--- config.mk ---
export PLATFORM = sky130hd
export DESIGN_NAME = data_mmu
export DESIGN_NICKNAME = d
export VERILOG_FILES = /design/src/rtl/data_mmu.sv
export SDC_FILE = /design/constraint.sdc
export NUM_CORES = 1
export LEC_CHECK = 0
export BUFFER_PORTS_ARGS = -buffer_cell sky130_fd_sc_hd__clkbuf_2
export CAP_MARGIN = 20
export CORE_MARGIN = 3
export CORE_UTILIZATION = 48
export DETAILED_ROUTE_END_ITERATION = 10
export PLACE_DENSITY = 0.76
export SYNTH_ARGS = -nofsm -noshare
export SYNTH_HDL_FRONTEND = slang
export SYNTH_SLANG_ARGS = --single-unit
--- constraint.sdc ---
create_clock -name clk -period 1.9 [get_ports clk]
set_clock_uncertainty 0.2 [all_clocks]
set_input_delay 0.095 -clock clk [delete_from_list [all_inputs] [get_ports clk]]
set_output_delay 0.095 -clock clk [all_outputs]
set_load 0.02 [all_outputs]
--- src/rtl/data_mmu.sv ---
// data_mmu: translates load/store virtual addresses through an external TLB.
// The FSM runs IDLE -> LOOKUP -> RESP. The TLB flags are sampled on the edge
// that enters RESP. The response is registered and held until it is accepted
// or a flush arrives.
// Optional feature: define DATA_MMU_ALIGN_CHECK_EN to raise address-error
// exceptions for misaligned half/word accesses.
module data_mmu (
  input  logic        clk,
  input  logic        rst,
  input  logic        flush_i,
  input  logic        req_valid_i,
  output logic        req_ready_o,
  input  logic [31:0] req_addr_i,
  input  logic        req_we_i,
  input  logic [1:0]  req_size_i,
  output logic [18:0] tlb_vpn2_o,
  output logic        tlb_odd_o,
  input  logic [19:0] tlb_pfn_i,
  input  logic        tlb_found_i,
  input  logic        tlb_v_i,
  input  logic        tlb_d_i,
  input  logic        tlb_c_i,
  output logic        resp_valid_o,
  input  logic        resp_ready_i,
  output logic [31:0] resp_paddr_o,
  output logic        resp_cached_o,
  output logic        resp_exc_o,
  output logic [4:0]  resp_exccode_o,
  output logic        resp_refill_o,
  output logic [31:0] resp_badvaddr_o
);

  typedef enum logic [1:0] {IDLE, LOOKUP, RESP} state_t;

  localparam logic [4:0] EXC_NONE = 5'd0;
  localparam logic [4:0] EXC_MOD  = 5'd1;
  localparam logic [4:0] EXC_TLBL = 5'd2;
  localparam logic [4:0] EXC_TLBS = 5'd3;
`ifdef DATA_MMU_ALIGN_CHECK_EN
  localparam logic [4:0] EXC_ADEL = 5'd4;
  localparam logic [4:0] EXC_ADES = 5'd5;
`endif

  state_t      state_q;
  logic [31:0] addr_q;
  logic        we_q;
  logic [1:0]  size_q;

  logic        misalign;
  logic [31:0] paddr_d;
  logic        cached_d;
  logic        exc_d;
  logic [4:0]  exccode_d;
  logic        refill_d;
  logic [31:0] badvaddr_d;

  // The TLB port is fed straight from the latched address, so it holds
  // steady from LOOKUP until the next request is accepted.
  assign tlb_vpn2_o  = addr_q[31:13];
  assign tlb_odd_o   = addr_q[12];
  assign req_ready_o = rst && (state_q == IDLE) && !flush_i;

`ifdef DATA_MMU_ALIGN_CHECK_EN
  // Half accesses need addr[0]=0 and word accesses need addr[1:0]=0.
  always_comb begin
    misalign = 1'b0;
    case (size_q)
      2'd1:    misalign = addr_q[0];
      2'd2:    misalign = (addr_q[1:0] != 2'b00);
      default: misalign = 1'b0;
    endcase
  end
`else
  // The access size only matters to the alignment check.
  logic unused_size;
  assign unused_size = ^size_q;
  assign misalign    = 1'b0;
`endif

  // Prioritised exception decode and physical address formation.
  always_comb begin
    // NOTE: every output of a combinational block gets a default first, so
    // no path leaves a value unassigned and infers a latch.
    exc_d      = 1'b0;
    exccode_d  = EXC_NONE;
    refill_d   = 1'b0;
    paddr_d    = {tlb_pfn_i, addr_q[11:0]};
    cached_d   = tlb_c_i;
    badvaddr_d = 32'd0;
`ifdef DATA_MMU_ALIGN_CHECK_EN
    if (misalign) begin
      exc_d     = 1'b1;
      exccode_d = we_q ? EXC_ADES : EXC_ADEL;
    end else
`endif
    if (!tlb_found_i) begin
      exc_d     = 1'b1;
      exccode_d = we_q ? EXC_TLBS : EXC_TLBL;
      refill_d  = 1'b1;
    end else if (!tlb_v_i) begin
      exc_d     = 1'b1;
      exccode_d = we_q ? EXC_TLBS : EXC_TLBL;
    end else if (we_q && !tlb_d_i) begin
      exc_d     = 1'b1;
      exccode_d = EXC_MOD;
    end
    if (exc_d) begin
      paddr_d    = 32'd0;
      cached_d   = 1'b0;
      badvaddr_d = addr_q;
    end
  end

  // Control FSM with registered response outputs. Flush overrides everything.
  always_ff @(posedge clk) begin
    // NOTE: sequential state uses non-blocking assignments, so every register
    // sees the values from before the edge, regardless of statement order.
    if (!rst) begin
      state_q         <= IDLE;
      addr_q          <= 32'd0;
      we_q            <= 1'b0;
      size_q          <= 2'd0;
      resp_valid_o    <= 1'b0;
      resp_paddr_o    <= 32'd0;
      resp_cached_o   <= 1'b0;
      resp_exc_o      <= 1'b0;
      resp_exccode_o  <= 5'd0;
      resp_refill_o   <= 1'b0;
      resp_badvaddr_o <= 32'd0;
    end else if (flush_i) begin
      state_q      <= IDLE;
      resp_valid_o <= 1'b0;
    end else begin
      case (state_q)
        IDLE: begin
          if (req_valid_i) begin
            addr_q  <= req_addr_i;
            we_q    <= req_we_i;
            size_q  <= req_size_i;
            state_q <= LOOKUP;
          end
        end
        LOOKUP: begin
          resp_valid_o    <= 1'b1;
          resp_paddr_o    <= paddr_d;
          resp_cached_o   <= cached_d;
          resp_exc_o      <= exc_d;
          resp_exccode_o  <= exccode_d;
          resp_refill_o   <= refill_d;
          resp_badvaddr_o <= badvaddr_d;
          state_q         <= RESP;
        end
        RESP: begin
          if (resp_ready_i) begin
            resp_valid_o <= 1'b0;
            state_q      <= IDLE;
          end
        end
        default: state_q <= IDLE;
      endcase
    end
  end

endmodule

# Yosys cells after proc, flatten, opt, wreduce, memory -nomap -nowiden

Index checks and enable logic that the tools add are counted.

Register bits: 108
Input port bits: 64
Output and inout port bits: 94
Word-level logic and storage cells: 44

Equal/unequal tests: 4
Mux-type cells: 16
Bitwise operators: 2
Reductions and logical operators: 12

Operator list:

| kind                                                 | number |
|---|---|
| 2-to-1 mux 32 bit                                    | 2 |
| 2-to-1 mux 1 bit                                     | 8 |
| 2-to-1 mux 2 bit                                     | 4 |
| case mux 2 bit (3 select lines)                      | 1 |
| AND reduction 2 bit                                  | 3 |
| != test 2 bit (second input constant)                | 2 |
| logical AND 1 bit                                    | 3 |
| AND reduction 3 bit                                  | 1 |
| equality test 2 x 1 -> 1 bit (second input constant) | 1 |
| equality test 2 bit (second input constant)          | 1 |
| logical NOT 1 bit                                    | 2 |
| logical NOT 2 bit                                    | 1 |
| NOT 1 bit                                            | 2 |
| case mux 1 bit (2 select lines)                      | 1 |
| nonzero test 2 bit                                   | 1 |
| OR reduction 2 bit                                   | 1 |

# Depth between registers and ports, before layout

Depth after elaboration: 6
Mapped depth: 6

# Least setup slack after synthesis

No wires, ideal clock.

Path type: reg2reg
Start point: register state_q[1]
End point: register addr_q[10]
Library setup time: 118 ps
Arrival: 1322 ps
Path slack: 260 ps
Stages on the path, launching flop included: 7
Period minus slack after synthesis: 1640 ps
Cells stage by stage: dfxtp_1 > buf_6 > or4b_4 > buf_6 > buf_6 > nand2_2 > a21boi_2

Cells in the longest elaborated chain, start to end: 2

RTL lines:

| element                              | RTL line | RTL |
|---|---|---|
| start: declaration                   | 44       | `state_t state_q;` |
| start signal: assignment             | 119      | `state_q <= IDLE;` |
| start signal: assignment             | 131      | `state_q <= IDLE;` |
| start signal: assignment             | 140      | `state_q <= LOOKUP;` |
| logical NOT 2 bit                    | 134      | `case (state_q)` |
| AND reduction 3 bit (no source line) | n/a      |  |
| end signal: assignment               | 137      | `addr_q <= req_addr_i;` |
| end: declaration                     | 45       | `logic [31:0] addr_q;` |

Every way passes these cells.
A chain may end at the register's enable or synchronous reset.

# Worst setup path in the final report

Start point: input port rst
End point: output port req_ready_o

Cells in the longest elaborated chain, start to end: 2

RTL lines:

| element                        | RTL line | RTL |
|---|---|---|
| start: declaration             | 9        | `input logic rst,` |
| logical AND 1 bit (2 in a row) | 61       | `assign req_ready_o = rst && (state_q == IDLE) && !flush_i;` |
| end: declaration               | 12       | `output logic req_ready_o,` |

Every way passes these cells.

==> reports/results.tsv <==
metric	value	unit
PD cells	780	mW/mm²
kind of cell adding the most delay to the critical path	buffers and inverters	
CP peak stage delay	0.54	ns
DR vias/cell	5.10	
Hold Startpoint	addr_q[11]	
number of CTS-inserted buffers	9	
crit path kind	input pin to output pin	
area leader, netlist	dfxtp_1	
routed len/inst	14.5	µm
Core Rows	32	
final antenna-violating net count	0	
max cap viols	0	
vias in the first global route	3800	
Starting Density	51.2	%
root buffer cell	clkbuf_8	
Critical-path top delay cell	dlygate4sd3_1	
setup TNS	0	ns
Clock Latency Late Sink	0.35	ns
switching power of the nets	1030	µW
Post-synth EDFFs	0	
CTS Buffer Depth	2	
clock power share	37.6	%
number of remaining DRC errors	0	
share of layout cells above drive strength 1	31.5	%
Hold EP	addr_q[11]	
CTS HTree Levels	3	
initial antenna violation count	0	
Die H	98.2	µm
area grow syn2layout	38.1	%
setup slack, reg-to-reg	0.19	ns
GPL Wtd Cong	0.744	
grt ovf	0	
CP Capture Type	output pin	
share of flip-flops with an asynchronous set or reset	0	%
Syn Area/Cell	8.55	µm²
number of different library cells in the post-synthesis netlist	29	
Area contributors post-synth	dfxtp_1, nand2_1, o22ai_1	
Crit Reg-Reg Startpoint	state_q[1]	
Finish-stage setup viols	0	
yosys warns	0	
Main synth FF type	dfxtp_1	
#FFs+latches synth	105	
cells after synthesis	477	
Max Slew Vio Count	0	
unrepaired setup endpoints after global routing	false	
Final period util	95.9	%
commonest non-fill, non-tap cells in the layout	nand2_1, clkbuf_2, dfxtp_1	
R2R depth	4	
commonest non-fill, non-tap cell in the layout	nand2_1	
Final min period	1.82	ns
nets@finish	723	
Seq/Total Area, Yosys	51.5	%
dpl hpwl	6920	µm
DR vias	3903	
Req. time, crit path	1.60	ns
first-pass GRT wire length	18400	µm
hold path depth	2	
CP max FO	39	
Int Power	3360	µW
number of I/O port buffers	152	
top cell type's share of synthesized area	51.5	%
Initial DRC Count	153	
hold violation count in the final report	0	
1st-pass router iterations	4	
# diodes	0	
leakage	0.00242	µW
Max VDD drop	432	µV
crit path launch type	input pin	
register share of total power	51.7	%
Combinational Power Share	10.7	%
fmax	549	MHz
largest net degree at the start of global routing	45	
Critical R2R Capture	state_q[1]	
Horiz. Die Dim	98.2	µm
cells along the critical path	dlygate4sd3_1 > buf_6 > nand2b_1 > nor3_1 > clkbuf_2	
core area	0.00797	mm²
Total Routing Usage GR	22.9	%
die area	0.00964	mm²
clk slew on worst S/H paths	0.09	ns
num ports	158	
run status	finished clean	
hold crit path type	flip-flop to flip-flop	
CP Data Arrival Time	1.53	ns
worst hold slack	0.258	ns
CTS tree	yes	
CP bufs+invs	3	
Clock Sinks	105	
final WL	11100	µm
Mapped Area	0.00408	mm²
switching share of power	23.6	%
## sequential cells by signal, summed over array words and instances (netlist names)
name and count:
state_q 2, resp_valid_o 1, addr_q 32, resp_exc_o 1
resp_badvaddr_o 32, resp_paddr_o 32, resp_refill_o 1, we_q 1
resp_exccode_o 2, resp_cached_o 1
## power by group through the flow
stage	Clock [µW]	Combinational [µW]	Sequential (µW)
finish	1650	468	2270
floorplan	0	248	2330
global route	1760	511	2280
detailed placement	0	358	2320
CTS	1690	460	2270
global placement	0	352	2320
## per-stage QoR
step	worst slack (ns)	power, µW	utilization (%)	cell area [µm²]	std cells
4_1_cts	0.0314	4420	70.7	5630	766
5_1_grt	0.0208	4550	70.7	5630	766
3_5_place_dp	0.224	2680	59.6	4750	687
2_1_floorplan	0.260	2580	-	4090	479
3_3_place_gp	0.253	2670	59.6	4750	687
6_report	0.0781	4390	70.7	5630	766
## worst max-delay path by stage
stage | start | endpoint | slack (ns) | cells after the start
after global routing | rst | req_ready_o | 0.02 | 5
after detailed placement | state_q[1] | addr_q[31] | 0.22 | 3
after global placement | state_q[1] | addr_q[0] | 0.25 | 3
after floorplan | state_q[1] | addr_q[10] | 0.26 | 6
final | rst | req_ready_o | 0.08 | 5
after CTS | rst | req_ready_o | 0.03 | 5
## worst register-to-register path, stage by stage, from the launching register on
cell and delay (ns):
dfxtp_1 0.42, buf_4 0.18, mux2i_1 0.19, nor2_1 0.06, dlygate4sd3_1 0.56
## per-layer routing
metal / track usage, % / vias to the layer above / share of wire, %
li1: - / 1940 / -
met1: 28.4 / 1829 / 42
met2: 39.8 / 115 / 51
met3: 3.93 / 19 / 4.9
met4: 8.61 / 0 / 2.1
met5: 0 / - / 0
## kinds of logic (layout without fill, tap and decap cells)
family / count (synthesis) / in the layout / synth area share, %
flip-flops: 105 / 105 / 51.5
buffers and inverters: 63 / 248 / 9.17
other: 1 / 3 / 0.0919
multiplexers: 1 / 1 / 0.245
AND/OR/NAND/NOR: 202 / 202 / 20.7
AO/OA/AOI/OAI: 105 / 105 / 18.3
## synthesized netlist by cell type (2+ instances only)
library cell,n
nand2_1,178
dfxtp_1,105
o22ai_1,65
buf_4,23
clkbuf_1,23
a21boi_1,20
buf_2,11
a21boi_2,10
nand2_2,10
buf_6,5
a21boi_0,3
nor2_1,3
o211a_1,3
and2_1,2
o21ai_0,2
## timing repair
| item | 4_1_cts | 5_1_grt |
|---|---|---|
| buffers inserted | 0 | 0 |
| endpoints found under the setup margin | 0 | 1 |
| resized for setup | 0 | 1 |
| endpoints found under the hold margin | 74 | 0 |
| hold buffers | 63 | 0 |
## layout make-up
type | count | area [µm²]
inverter | 1 | 3.75
clock inverter | 7 | 125
clock buffer | 9 | 124
multi-input combinational | 311 | 1620
timing repair buffer | 231 | 1530
tap | 102 | 128
sequential | 105 | 2100
fill | 633 | 2330
(Power assumes the default switching activity.)
